$ cat config.mk
export PLATFORM = sky130hd
export DESIGN_NAME = hazard_sequencer_flat
export DESIGN_NICKNAME = d
export VERILOG_FILES = /design/src/rtl/hazard_sequencer_pkg.sv /design/src/rtl/hazard_sequencer_if.sv /design/src/rtl/hazard_sequencer_hazard_match.sv /design/src/rtl/hazard_sequencer.sv /design/src/flat_wrapper.sv
export SDC_FILE = /design/constraint.sdc
export NUM_CORES = 1
export LEC_CHECK = 0
export CORE_MARGIN = 3
export CORE_UTILIZATION = 49
export CTS_CLUSTER_DIAMETER = 40
export DETAILED_ROUTE_END_ITERATION = 16
export GPL_TIMING_DRIVEN = 0
export HOLD_SLACK_MARGIN = 0.03
export PLACE_DENSITY = 0.83
export SYNTH_ARGS = -nofsm -noshare
export SYNTH_HDL_FRONTEND = slang
export SYNTH_HIERARCHICAL = 1
export SYNTH_SLANG_ARGS = --single-unit
$ cat constraint.sdc
create_clock -name clk -period 4.6 [get_ports clk]
set_clock_uncertainty 0.2 [all_clocks]
set_input_delay 0.92 -clock clk [delete_from_list [all_inputs] [get_ports clk]]
set_output_delay 0.92 -clock clk [all_outputs]
set_load 0.01 [all_outputs]
$ cat src/rtl/hazard_sequencer_pkg.sv
// rtl/hazard_sequencer_pkg.sv - shared state, forwarding and opcode constants for the hazard sequencer
package hazard_sequencer_pkg;

  typedef enum logic [1:0] {
    ST_RUN   = 2'd0,
    ST_FLUSH = 2'd1
  } state_t;

  localparam logic [1:0] FWD_REG   = 2'd0;
  localparam logic [1:0] FWD_EXMEM = 2'd1;
  localparam logic [1:0] FWD_MEMWB = 2'd2;

  localparam logic [4:0] NOP_OP = 5'b00000;

  // Nearest producing stage wins; a killed slot always reads the register file.
  function automatic logic [1:0] fwd_sel(input logic kill, input logic ex_hit, input logic mem_hit);
    if (kill)         return FWD_REG;
    else if (ex_hit)  return FWD_EXMEM;
    else if (mem_hit) return FWD_MEMWB;
    else              return FWD_REG;
  endfunction

endpackage

$ cat src/rtl/hazard_sequencer_if.sv
// rtl/hazard_sequencer_if.sv - decode-side inputs and pipeline control outputs of the hazard sequencer
interface hazard_sequencer_if #(parameter int REG_AW = 5);
  logic              valid_dec;
  logic [REG_AW-1:0] RA_dec;
  logic [REG_AW-1:0] RB_dec;
  logic              uses_ra;
  logic              uses_rb;
  logic [REG_AW-1:0] RW_dec;
  logic              wr_en_dec;
  logic              mem_en_dec;
  logic              mem_rw_dec;
  logic              branch_ex;
  logic              stall_if;
  logic              stall_dec;
  logic              bubble_ex;
  logic              flush;
  logic [1:0]        fwd_a_sel;
  logic [1:0]        fwd_b_sel;
  logic [1:0]        state_o;

  modport master (
    output valid_dec, RA_dec, RB_dec, uses_ra, uses_rb, RW_dec,
           wr_en_dec, mem_en_dec, mem_rw_dec, branch_ex,
    input  stall_if, stall_dec, bubble_ex, flush, fwd_a_sel, fwd_b_sel, state_o
  );

  modport slave (
    input  valid_dec, RA_dec, RB_dec, uses_ra, uses_rb, RW_dec,
           wr_en_dec, mem_en_dec, mem_rw_dec, branch_ex,
    output stall_if, stall_dec, bubble_ex, flush, fwd_a_sel, fwd_b_sel, state_o
  );
endinterface

$ cat src/rtl/hazard_sequencer_hazard_match.sv
// rtl/hazard_sequencer_hazard_match.sv - compares one source operand against one in-flight stage entry
module hazard_match #(
  parameter int AW = 5
) (
  input  logic [AW-1:0] src,
  input  logic          src_used,
  input  logic          ent_v,
  input  logic [AW-1:0] ent_rw,
  input  logic          ent_wr,
  output logic          hit
);
  // Register 0 is hard-wired, so it never creates a dependency.
  assign hit = src_used & ent_v & ent_wr & (ent_rw == src) & (src != '0);
endmodule

$ cat src/rtl/hazard_sequencer.sv
// rtl/hazard_sequencer.sv - forwarding selects, load-use stall and branch flush sequencing for the 8-bit core
module hazard_sequencer
  import hazard_sequencer_pkg::*;
#(
  parameter int REG_AW       = 5,
  parameter int FLUSH_CYCLES = 2
) (
  input  logic             clk,
  input  logic             reset,
  hazard_sequencer_if.slave bus
);

  typedef struct packed {
    logic              v;
    logic [REG_AW-1:0] rw;
    logic              wr;
    logic              ld;
  } entry_t;

  entry_t     dec_entry;
  entry_t     ex_q, ex_d, mem_q, mem_d;
  state_t     state_q, state_d;
  logic [1:0] cnt_q, cnt_d;
  logic [1:0] fwd_a_q, fwd_a_d, fwd_b_q, fwd_b_d;
  logic       a_ex_hit, a_mem_hit, b_ex_hit, b_mem_hit;
  logic       in_flush, load_hazard, bubble;

  hazard_match #(.AW(REG_AW)) u_a_ex (
    .src(bus.RA_dec), .src_used(bus.uses_ra), .ent_v(ex_q.v),
    .ent_rw(ex_q.rw), .ent_wr(ex_q.wr), .hit(a_ex_hit)
  );
  hazard_match #(.AW(REG_AW)) u_a_mem (
    .src(bus.RA_dec), .src_used(bus.uses_ra), .ent_v(mem_q.v),
    .ent_rw(mem_q.rw), .ent_wr(mem_q.wr), .hit(a_mem_hit)
  );
  hazard_match #(.AW(REG_AW)) u_b_ex (
    .src(bus.RB_dec), .src_used(bus.uses_rb), .ent_v(ex_q.v),
    .ent_rw(ex_q.rw), .ent_wr(ex_q.wr), .hit(b_ex_hit)
  );
  hazard_match #(.AW(REG_AW)) u_b_mem (
    .src(bus.RB_dec), .src_used(bus.uses_rb), .ent_v(mem_q.v),
    .ent_rw(mem_q.rw), .ent_wr(mem_q.wr), .hit(b_mem_hit)
  );

  always_comb begin
    dec_entry   = '{v: bus.valid_dec, rw: bus.RW_dec, wr: bus.wr_en_dec,
                    ld: bus.mem_en_dec & bus.mem_rw_dec};
    in_flush    = (state_q == ST_FLUSH);
    // Squashed slots in FLUSH cannot stall the front end.
    load_hazard = !in_flush && bus.valid_dec && ex_q.ld && (a_ex_hit || b_ex_hit);
    bubble      = in_flush || load_hazard;

    state_d = state_q;
    cnt_d   = cnt_q;
    if (in_flush) begin
      if (cnt_q == 2'd0) state_d = ST_RUN;
      else               cnt_d   = cnt_q - 2'd1;
    end else if (bus.branch_ex) begin
      state_d = ST_FLUSH;
      cnt_d   = 2'(FLUSH_CYCLES - 1);
    end

    ex_d    = bubble ? '0 : dec_entry;
    mem_d   = ex_q;
    // A load still in EX cannot forward; that case is covered by the stall.
    fwd_a_d = fwd_sel(bubble, a_ex_hit && !ex_q.ld, a_mem_hit);
    fwd_b_d = fwd_sel(bubble, b_ex_hit && !ex_q.ld, b_mem_hit);
  end

  always_ff @(posedge clk) begin
    if (reset) begin
      state_q <= ST_RUN;
      cnt_q   <= 2'd0;
      ex_q    <= '0;
      mem_q   <= '0;
      fwd_a_q <= FWD_REG;
      fwd_b_q <= FWD_REG;
    end else begin
      state_q <= state_d;
      cnt_q   <= cnt_d;
      ex_q    <= ex_d;
      mem_q   <= mem_d;
      fwd_a_q <= fwd_a_d;
      fwd_b_q <= fwd_b_d;
    end
  end

  assign bus.stall_if  = load_hazard;
  assign bus.stall_dec = load_hazard;
  assign bus.bubble_ex = bubble;
  assign bus.flush     = in_flush;
  assign bus.fwd_a_sel = fwd_a_q;
  assign bus.fwd_b_sel = fwd_b_q;
  assign bus.state_o   = state_q;

endmodule

$ cat src/flat_wrapper.sv
// flat-port wrapper written by rule: the top's interface ports become plain ports
module hazard_sequencer_flat import hazard_sequencer_pkg::*;
#(
  parameter int REG_AW       = 5,
  parameter int FLUSH_CYCLES = 2
)
  (clk, reset, bus_valid_dec, bus_RA_dec, bus_RB_dec, bus_uses_ra, bus_uses_rb, bus_RW_dec, bus_wr_en_dec, bus_mem_en_dec, bus_mem_rw_dec, bus_branch_ex, bus_stall_if, bus_stall_dec, bus_bubble_ex, bus_flush, bus_fwd_a_sel, bus_fwd_b_sel, bus_state_o);
  hazard_sequencer_if #(.REG_AW(REG_AW)) bus_i ();
  input  logic clk;
  input  logic reset;
  input wire logic [$bits(bus_i.valid_dec)-1:0] bus_valid_dec;
  input wire logic [$bits(bus_i.RA_dec)-1:0] bus_RA_dec;
  input wire logic [$bits(bus_i.RB_dec)-1:0] bus_RB_dec;
  input wire logic [$bits(bus_i.uses_ra)-1:0] bus_uses_ra;
  input wire logic [$bits(bus_i.uses_rb)-1:0] bus_uses_rb;
  input wire logic [$bits(bus_i.RW_dec)-1:0] bus_RW_dec;
  input wire logic [$bits(bus_i.wr_en_dec)-1:0] bus_wr_en_dec;
  input wire logic [$bits(bus_i.mem_en_dec)-1:0] bus_mem_en_dec;
  input wire logic [$bits(bus_i.mem_rw_dec)-1:0] bus_mem_rw_dec;
  input wire logic [$bits(bus_i.branch_ex)-1:0] bus_branch_ex;
  output wire logic [$bits(bus_i.stall_if)-1:0] bus_stall_if;
  output wire logic [$bits(bus_i.stall_dec)-1:0] bus_stall_dec;
  output wire logic [$bits(bus_i.bubble_ex)-1:0] bus_bubble_ex;
  output wire logic [$bits(bus_i.flush)-1:0] bus_flush;
  output wire logic [$bits(bus_i.fwd_a_sel)-1:0] bus_fwd_a_sel;
  output wire logic [$bits(bus_i.fwd_b_sel)-1:0] bus_fwd_b_sel;
  output wire logic [$bits(bus_i.state_o)-1:0] bus_state_o;
  assign bus_i.valid_dec = bus_valid_dec;
  assign bus_i.RA_dec = bus_RA_dec;
  assign bus_i.RB_dec = bus_RB_dec;
  assign bus_i.uses_ra = bus_uses_ra;
  assign bus_i.uses_rb = bus_uses_rb;
  assign bus_i.RW_dec = bus_RW_dec;
  assign bus_i.wr_en_dec = bus_wr_en_dec;
  assign bus_i.mem_en_dec = bus_mem_en_dec;
  assign bus_i.mem_rw_dec = bus_mem_rw_dec;
  assign bus_i.branch_ex = bus_branch_ex;
  assign bus_stall_if = bus_i.stall_if;
  assign bus_stall_dec = bus_i.stall_dec;
  assign bus_bubble_ex = bus_i.bubble_ex;
  assign bus_flush = bus_i.flush;
  assign bus_fwd_a_sel = bus_i.fwd_a_sel;
  assign bus_fwd_b_sel = bus_i.fwd_b_sel;
  assign bus_state_o = bus_i.state_o;
  hazard_sequencer #(.REG_AW(REG_AW), .FLUSH_CYCLES(FLUSH_CYCLES)) u_core (.clk(clk), .reset(reset), .bus(bus_i));
endmodule
==> impl_metrics.yaml <==
worst_setup_path:
  required_ns: 3.48
  endpoint_kind: "output port"
  reg2reg_depth: 6
  cp_max_fo: 10
  start_kind: "input pin"
  arrival_ns: 3.36
  crit_type: "input pin to output port"
power:
  ir_drop_mv: 0.201
  power.total_uw: 394
  leakagePower_uw: 0.000523
  pwr_density_cell_nw_per_um2: 261
cells_and_area:
  fin_cells: 171
  seqCellArea_sq_um: 440
  nets: 170
  finish.instance_area_sq_um: 1510
  nFillCells: 161
  n_antenna_cell: 0
  drive_above_1_share_pct: 16.7
  utilization_pct: 73.1
  layout_common_cells: "32 x clkdlybuf4s50_1, 22 x dfxtp_1, 16 x xnor2_1"
  mostFrequentLayoutCell: "clkdlybuf4s50_1"
  area_growth_pct: 35.5
  multi_input_area_sq_um: 617
outcome:
  status: "finished clean"
floorplanning:
  die_x_um: 53.6
  core_area_sq_um: 2060
  rows: 16
  io_pins: 34
  die_y_um: 53.6
  initial_core_util_pct: 53.9
  die-area_sq_um: 2880
drt:
  drcViolationCount: 0
  wire_per_inst_um: 14.6
  drt_wl_total_um: 2500
  first_pass_iters: 4
  vias_per_cell: 5.34
  num_vias: 913
  first_iter_violations: 21
  final_antenna_net_count: 0
sta:
  fin_tns_setup_ns: 0
  final_hold_viol_count: 0
  fmax_mhz: 223
  setup_viol: 0
  rsz0062_at_grt: "no"
  report.final.slew_viol_count: 0
  period_share_pct: 97.4
  min_period_ns: 4.48
clock_network:
  clk_latency_ns: 0.31
  path_clk_slew_ns: 0.12
  numCtsBuffers: 3
  clock-sinks: 22
  cts_tree: "yes"
  clockBufferDepth: 2
  post_cts_buffers: 0
  h-tree-depth: 1
  clock-root-buffer: "clkbuf_4"
placement:
  port_buffers: 32
  dp_cells: 167
  gp_congestion: 0.798
  hpwlAfterDp_um: 1920
  place_area_sq_um: 1470
synth:
  synth_edf_count: 0
  synthesis.area_sq_um: 1110
  seq_area_frac_synth_pct: 39.6
  synth_cells: 108
  synth_warnings: 6
  yosysTopAreaCell: "dfxtp_1"
  synth-async-reset-ratio_pct: 0
  synthesis.nets: 133
  synth_area_leaders: "dfxtp_1 40%, xnor2_1 13%, nor3b_2 10%"
  ys_types: 25
  synth.avg_cell_area_sq_um: 10.3
  ys_ff_latch: 22
  synth_top_cell_area_share_pct: 39.6
  synthFlopType: "dfxtp_1"
grt:
  grt_pass1_vias: 895
  grt_max_degree: 13
  grt_pass1_wl_um: 3800
  antenna_found_initial: 0
  gr-total-overflow: 0
  grtUsageTotal_pct: 18.3
worst_hold_path:
  hold_class: "register to register"
  whs_path_depth: 1
flow_run:
  drv.max_cap_violation_count: 0
==> metal layers <==
metal | vias to the layer above | track usage (%) | wire (um)
li1 | 446 | - | -
met1 | 429 | 20.2 | 1050
met2 | 32 | 33.5 | 1240
met3 | 6 | 3.05 | 162
met4 | 0 | 8.94 | 44
met5 | - | 0 | 0
==> cell families after synthesis <==
kind of cell / after synthesis / synth area share (%)
and+or+nand+nor: 46 / 30.6
buffers and inverters: 9 / 5.40
AOI/OAI and AO/OA: 12 / 9.56
adders and majority gates: 1 / 1.12
DFF: 22 / 39.6
other: 1 / 0.337
xor gates and xnor gates: 17 / 13.4
==> stage by stage <==
stage | hold slack [ns] | setup WS [ns]
floorplan | 0.259 | 1.32
global placement | 0.274 | 0.119
detailed placement | 0.272 | 0.104
CTS | 0.290 | 0.0745
global route | 0.311 | 0.00713
finish | 0.292 | 0.120
==> timing repair <==
action                                  CTS  global route
hold buffers                              0             0
resized for setup                         0             1
endpoints found under the setup margin    0             1
==> registers in the layout, indices dropped and copies added, names as in the netlist <==
register / count
u_core/cnt_q: 2
u_core/mem_q: 7
u_core/bus.fwd_a_sel: 2
u_core/bus.state_o: 1
u_core/ex_q: 8
u_core/bus.fwd_b_sel: 2
==> layout make-up <==
class,instances,share of cell area [%]
Buffer,6,3.24
Sequential cell,22,29.2
Clock buffer,4,2.41
Timing Repair Buffer,32,21.2
Inverter,3,0.747
Tap cell,27,2.24
Multi-Input combinational cell,77,40.9
==> worst max-delay path: stages <==
cell and delay [ns]:
clkdlybuf4s50_1 0.60, xnor2_1 0.16, nand4_1 0.12, a211oi_1 0.38, o211a_4 0.24, buf_6 0.16, and2_1 0.16, buf_4 0.10
clkdlybuf4s50_1 0.52
==> synth_stat cells, types with 2 or more instances <==
cell type  count
a211oi_1       6
buf_4          3
buf_6          2
dfxtp_1       22
inv_1          3
nand2_1        5
nand3_1        4
nand4_1        4
nor2_1         5
nor2b_1       11
nor3b_2        9
nor4b_2        2
o41ai_1        5
xnor2_1       16
==> power breakdown <==
| group | leakage, uW | switching, uW | internal (uW) |
|---|---|---|---|
| combinational | 0.000321 | 32.5 | 47.6 |
| sequential | 0.000180 | 9.95 | 200 |
| clock | 0.0000210 | 55.9 | 48.3 |
| total | 0.000523 | 98.3 | 296 |
==> path summary, 6_finish.rpt <==
kind	slack [ns]	startpoint	endpoint
hold reg to reg	0.29	u_core/ex_q[7]	u_core/mem_q[7]
setup reg to reg	2.79	u_core/ex_q[2]	u_core/ex_q[5]
hold / removal	0.29	u_core/ex_q[7]	u_core/mem_q[7]
setup / recovery	0.12	bus_RA_dec[0]	bus_stall_if
Power figures use the tool's default switching activity.
